==> src/rtl/branch_pc_controller.sv <==
// Program-counter sequencer in front of the Branch unit.
// Advances the fetch PC, hands each branch/jump to the Branch unit with a
// single-cycle enable, waits RESOLVE_LAT cycles, then redirects (with a
// front-end flush) or falls through. Keeps saturating branch statistics.
module branch_pc_controller #(
    parameter int ADDR_W      = 10,
    parameter int RESET_PC    = 0,
    parameter int INC         = 4,
    parameter int RESOLVE_LAT = 1,
    parameter int CNT_W       = 16
) (
    input  logic              clk,
    input  logic              rst,
    input  logic              stall_in,
    input  logic              instr_valid,
    input  logic              is_branch,
    input  logic              is_jump,
    input  logic              br_taken,
    input  logic [ADDR_W-1:0] br_target,
    output logic              br_en,
    output logic [ADDR_W-1:0] pc,
    output logic              pc_valid,
    output logic              flush,
    output logic              busy,
    output logic [CNT_W-1:0]  branch_count,
    output logic [CNT_W-1:0]  taken_count
);

    typedef enum logic [1:0] {
        S_IDLE    = 2'd0,
        S_RUN     = 2'd1,
        S_RESOLVE = 2'd2
    } state_t;

    localparam logic [ADDR_W-1:0] RESET_PC_L = ADDR_W'(RESET_PC);
    localparam logic [ADDR_W-1:0] INC_L      = ADDR_W'(INC);
    localparam logic [3:0]        LAT_L      = 4'(RESOLVE_LAT);
    localparam logic [CNT_W-1:0]  CNT_MAX    = '1;

    state_t            state_q, state_d;
    logic [ADDR_W-1:0] pc_q, pc_d;
    logic [ADDR_W-1:0] br_pc_q, br_pc_d;
    logic [3:0]        cnt_q, cnt_d;
    logic              pc_valid_q, pc_valid_d;
    logic              br_en_q, br_en_d;
    logic              flush_q, flush_d;
    logic              busy_q, busy_d;
    logic [CNT_W-1:0]  branch_count_q, branch_count_d;
    logic [CNT_W-1:0]  taken_count_q, taken_count_d;

    // Next-state logic: sequencing, branch hand-off and resolution.
    always_comb begin
        state_d        = state_q;
        pc_d           = pc_q;
        br_pc_d        = br_pc_q;
        cnt_d          = cnt_q;
        pc_valid_d     = pc_valid_q;
        br_en_d        = 1'b0;
        flush_d        = 1'b0;
        busy_d         = busy_q;
        branch_count_d = branch_count_q;
        taken_count_d  = taken_count_q;

        case (state_q)
            S_IDLE: begin
                // First cycle out of reset only validates the reset PC.
                state_d    = S_RUN;
                pc_valid_d = 1'b1;
            end
            S_RUN: begin
                if (!stall_in) begin
                    if (instr_valid && (is_branch || is_jump)) begin
                        // Branch and jump together still form one request.
                        br_pc_d    = pc_q;
                        br_en_d    = 1'b1;
                        pc_valid_d = 1'b0;
                        busy_d     = 1'b1;
                        cnt_d      = 4'd0;
                        state_d    = S_RESOLVE;
                        if (branch_count_q != CNT_MAX) begin
                            branch_count_d = branch_count_q + 1'b1;
                        end
                    end else begin
                        pc_d = pc_q + INC_L;
                    end
                end
            end
            S_RESOLVE: begin
                // Stall is ignored here so resolution always completes.
                if (cnt_q == LAT_L) begin
                    busy_d     = 1'b0;
                    pc_valid_d = 1'b1;
                    cnt_d      = 4'd0;
                    state_d    = S_RUN;
                    if (br_taken) begin
                        pc_d    = br_target;
                        flush_d = 1'b1;
                        if (taken_count_q != CNT_MAX) begin
                            taken_count_d = taken_count_q + 1'b1;
                        end
                    end else begin
                        pc_d = br_pc_q + INC_L;
                    end
                end else begin
                    cnt_d = cnt_q + 4'd1;
                end
            end
            default: begin
                state_d = S_IDLE;
            end
        endcase
    end

    // State and registered outputs; reset discards any in-flight resolution.
    always_ff @(posedge clk or posedge rst) begin
        if (rst) begin
            state_q        <= S_IDLE;
            pc_q           <= RESET_PC_L;
            br_pc_q        <= '0;
            cnt_q          <= 4'd0;
            pc_valid_q     <= 1'b0;
            br_en_q        <= 1'b0;
            flush_q        <= 1'b0;
            busy_q         <= 1'b0;
            branch_count_q <= '0;
            taken_count_q  <= '0;
        end else begin
            state_q        <= state_d;
            pc_q           <= pc_d;
            br_pc_q        <= br_pc_d;
            cnt_q          <= cnt_d;
            pc_valid_q     <= pc_valid_d;
            br_en_q        <= br_en_d;
            flush_q        <= flush_d;
            busy_q         <= busy_d;
            branch_count_q <= branch_count_d;
            taken_count_q  <= taken_count_d;
        end
    end

    assign br_en        = br_en_q;
    assign pc           = pc_q;
    assign pc_valid     = pc_valid_q;
    assign flush        = flush_q;
    assign busy         = busy_q;
    assign branch_count = branch_count_q;
    assign taken_count  = taken_count_q;

endmodule
==> config.mk <==
export PLATFORM = sky130hd
export DESIGN_NAME = branch_pc_controller
export DESIGN_NICKNAME = d
export VERILOG_FILES = /design/src/rtl/branch_pc_controller.sv
export SDC_FILE = /design/constraint.sdc
export NUM_CORES = 1
export LEC_CHECK = 0
export BUFFER_PORTS_ARGS = -buffer_cell sky130_fd_sc_hd__buf_2
export CORE_ASPECT_RATIO = 1.5
export CORE_MARGIN = 2
export CORE_UTILIZATION = 55
export CTS_BUF_LIST = sky130_fd_sc_hd__clkbuf_4 sky130_fd_sc_hd__clkbuf_8 sky130_fd_sc_hd__clkbuf_16
export CTS_CLUSTER_DIAMETER = 200
export CTS_CLUSTER_SIZE = 12
export DETAILED_ROUTE_END_ITERATION = 6
export GPL_TIMING_DRIVEN = 1
export PLACE_DENSITY = 0.8
export REMOVE_ABC_BUFFERS = 1
export SYNTH_ARGS = -nofsm -noshare
export SYNTH_HDL_FRONTEND = slang
export SYNTH_SLANG_ARGS = --single-unit
==> constraint.sdc <==
create_clock -name clk -period 2.15 [get_ports clk]
set_input_delay 0.1075 -clock clk [delete_from_list [all_inputs] [get_ports clk]]
set_output_delay 0.1075 -clock clk [all_outputs]
set_load 0.005 [all_outputs]
==> reports/qor.csv <==
metric;value;unit
status;complete, no violations;
RSZ-0062 raised after global routing;false;
# rows;33;
worst clock skew;0.00782;ns
# port buffers;62;
synthesis-stage register bit count;62;
total of warnings raised by yosys;0;
CP delay by family, top;simple AND/OR/NAND/NOR gates;
dpl cells;459;
final WL;7280;um
cells along the critical path;inv_1 > ha_1 > or3b_1 > nor4_4 > o211a_1 > nand4_1 > xnor2_1;
1st-pass router iterations;4;
Sum Neg Setup Slack;0;ns
Syn-to-layout area delta;20.5;%
worst slew pin tran;0.576;ns
Seq/Total Area, Yosys;49.5;%
WP data arrival;2.23;ns
vias;2712;
Syn Area/Cell;9.68;um2
Post-DP HPWL;5360;um
Min-Delay Path Class;in -> reg;
Core ar.;5490;um2
Worst setup EP type;register;
Crit-path slowest cell;or3b_1;
asr flop ratio synth;100;%
post-CTS sizing;0;
Ant. Diodes;0;
Final nets;424;
Clock Pin Slew Worst Setup and Hold Paths;0.07;ns
gr usage total;25.3;%
Detailed Route Iter0 Violations;113;
routed vias/inst;5.70;
Worst setup SP type;register;
first-pass GRT wire length;12000;um
die width;65.7;um
Max-Cap Viols;0;
Max Clock Freq;0.501;GHz
Root Driver;clkbuf_8;
Req. time, crit path;2.38;ns
endpoints failing setup;0;
Pins Over Slew Limit;0;
TritonCTS clock tree;yes;
minimum clock period;2.00;ns
die area;6340;um2
initial core utilization;57.1;%
post-route ant nets;0;
CP Max Fanout;5;
CP Buf/Inv Count;1;
Netlist cell types;51;
GP Congestion;0.911;
largest net degree at the start of global routing;28;
kind of critical path;reg -> reg;
Sink Count;62;
number of setup buffers added after CTS;0;
largest stage delay on the critical path;0.44;ns
H-tree Lvls;3;
maximum clock insertion buffer count;2;
PD cells;959;nW/um2
worst vdd ir;0.000621;V
Routed WL per cell;15.3;um
synthesized area;3140;um2
clk_lat worst skew;0.34;ns
vias in the first global route;2633;
Die Y-Extent;96.5;um
Layout Cells excl Fill;476;
Slew Limit Headroom;61.6;%
number of enable flip-flop cells after synthesis;0;
Synth Instances;324;
Fin. Hold Viols;0;
cts bufs inserted;9;
layout cells sized above 1;25.1;%
fin crit share;92.9;%
total gr overflow;0;
leakage power;1.92;nW
DRC violations left;0;
io pins;63;
initial antenna violation count;0;
Main synth FF type;dfrtp_1;
cell usage in the layout (no fill, tap or decap), types with 6 or more instances in the layout:
cell | Yosys | routed
xnor2_1 | 16 | 16
ha_1 | 6 | 6
nand2_1 | 66 | 66
xor2_1 | 17 | 17
nand3_1 | 22 | 22
clkbuf_8 | 0 | 12
nand4_1 | 10 | 10
o21ai_0 | 19 | 19
a21oi_1 | 12 | 12
dfrtp_1 | 62 | 62
nor3_1 | 11 | 11
buf_2 | 0 | 62
nor2_1 | 19 | 19
buf_4 | 0 | 11
report_power, final:
part / total [mW] / internal, mW / switching (mW)
sequential: 1.76 / 1.44 / 0.327
combinational: 0.879 / 0.420 / 0.459
clock: 0.978 / 0.522 / 0.456
total: 3.62 / 2.38 / 1.24
path summary, 6_finish.rpt:
path | from | end | slack, ns | cells after the start
min in group asynchronous | rst | br_en | 0.37 | 3
worst min-delay path | br_target[6] | pc[6] | 0.04 | 3
worst min register to register | br_pc_q[0] | br_pc_q[0] | 0.48 | 2
max in group asynchronous | rst | br_pc_q[2] | 1.09 | 4
worst max-delay path | cnt_q[1] | taken_count[15] | 0.15 | 7
worst max register to register | cnt_q[1] | taken_count[15] | 0.15 | 7
repair_timing:
action,4_1_cts,5_1_grt
endpoints found under the hold margin,25,0
setup endpoints to repair,0,1
hold buffers,1,0
flip-flops by register name (all words and copies together) (netlist names):
register,cells
busy,1
br_pc_q,10
pc,10
cnt_q,4
branch_count,16
br_en,1
flush,1
state_q,2
taken_count,16
pc_valid,1
Yosys cell counts (2+ instances only):
master / instances / area share [%]
nand2_1: 66 / 7.9
mux2i_1: 3 / 0.96
nand3_1: 22 / 3.5
mux2_2: 2 / 0.72
ha_1: 6 / 2.4
xnor2_1: 16 / 4.5
o21ai_0: 19 / 3.0
inv_1: 6 / 0.72
nand3b_1: 2 / 0.48
and4_1: 2 / 0.56
nor4b_4: 2 / 1.5
nand4_1: 10 / 2.0
clkbuf_1: 6 / 0.72
xor2_1: 17 / 4.7
or3_1: 2 / 0.40
dfrtp_1: 62 / 49
o211a_1: 2 / 0.64
a21oi_1: 12 / 1.9
nor2_1: 19 / 2.3
nor3_1: 11 / 1.8
nand2b_1: 2 / 0.40
a31oi_1: 2 / 0.40
and3_1: 5 / 1.0
layer usage:
metal / global-route usage, % / vias to the layer above / part of all wire (%) / wire length, um
met2: 44.4 / 91 / 53 / 3840
met5: 0 / - / 0 / 0
met3: 4.98 / 16 / 5.8 / 425
met1: 29.1 / 1319 / 39 / 2850
li1: - / 1286 / - / -
met4: 12.2 / 0 / 2.3 / 165
cell families (layout without fill, tap and decap cells):
logic type	count (synthesis)	after routing	synth area share, %
muxes	5	5	1.68
buffers and inverters	15	97	2.07
xor gates and xnor gates	33	33	9.21
adders and majority gates	6	6	2.39
DFF	62	62	49.5
AOI/OAI and AO/OA	48	48	9.45
and+or+nand+nor	155	155	25.7
stage by stage:
stage	instance area (um2)	setup WS (ns)	util, %	power [mW]	hold slack [ns]
2_1_floorplan	3100	0.152	-	2.25	0.247
3_3_place_gp	3580	0.194	65.2	2.61	0.190
3_5_place_dp	3580	0.0891	65.2	2.66	0.203
4_1_cts	3780	0.0833	68.8	3.64	0.0396
5_1_grt	3780	0.0162	68.8	3.85	0.0503
6_report	3780	0.153	68.8	3.62	0.0394
worst register-to-register path, cell delays in order (launching register included):
cell     delay, ns
dfrtp_1       0.41
inv_1         0.07
ha_1          0.15
or3b_1        0.44
nor4_4        0.27
o211a_1       0.27
nand4_1       0.14
xnor2_1       0.15
area by class of cell:
cell class / count / area [um2]
clock inverters: 3 / 17.5
inverters: 7 / 26.3
fillers: 450 / 1710
multi-input cells: 247 / 1520
flip-flops and latches: 62 / 1550
well taps: 70 / 87.6
repair buffers: 74 / 403
clock buffers: 13 / 173
Power figures use the tool's default switching activity.
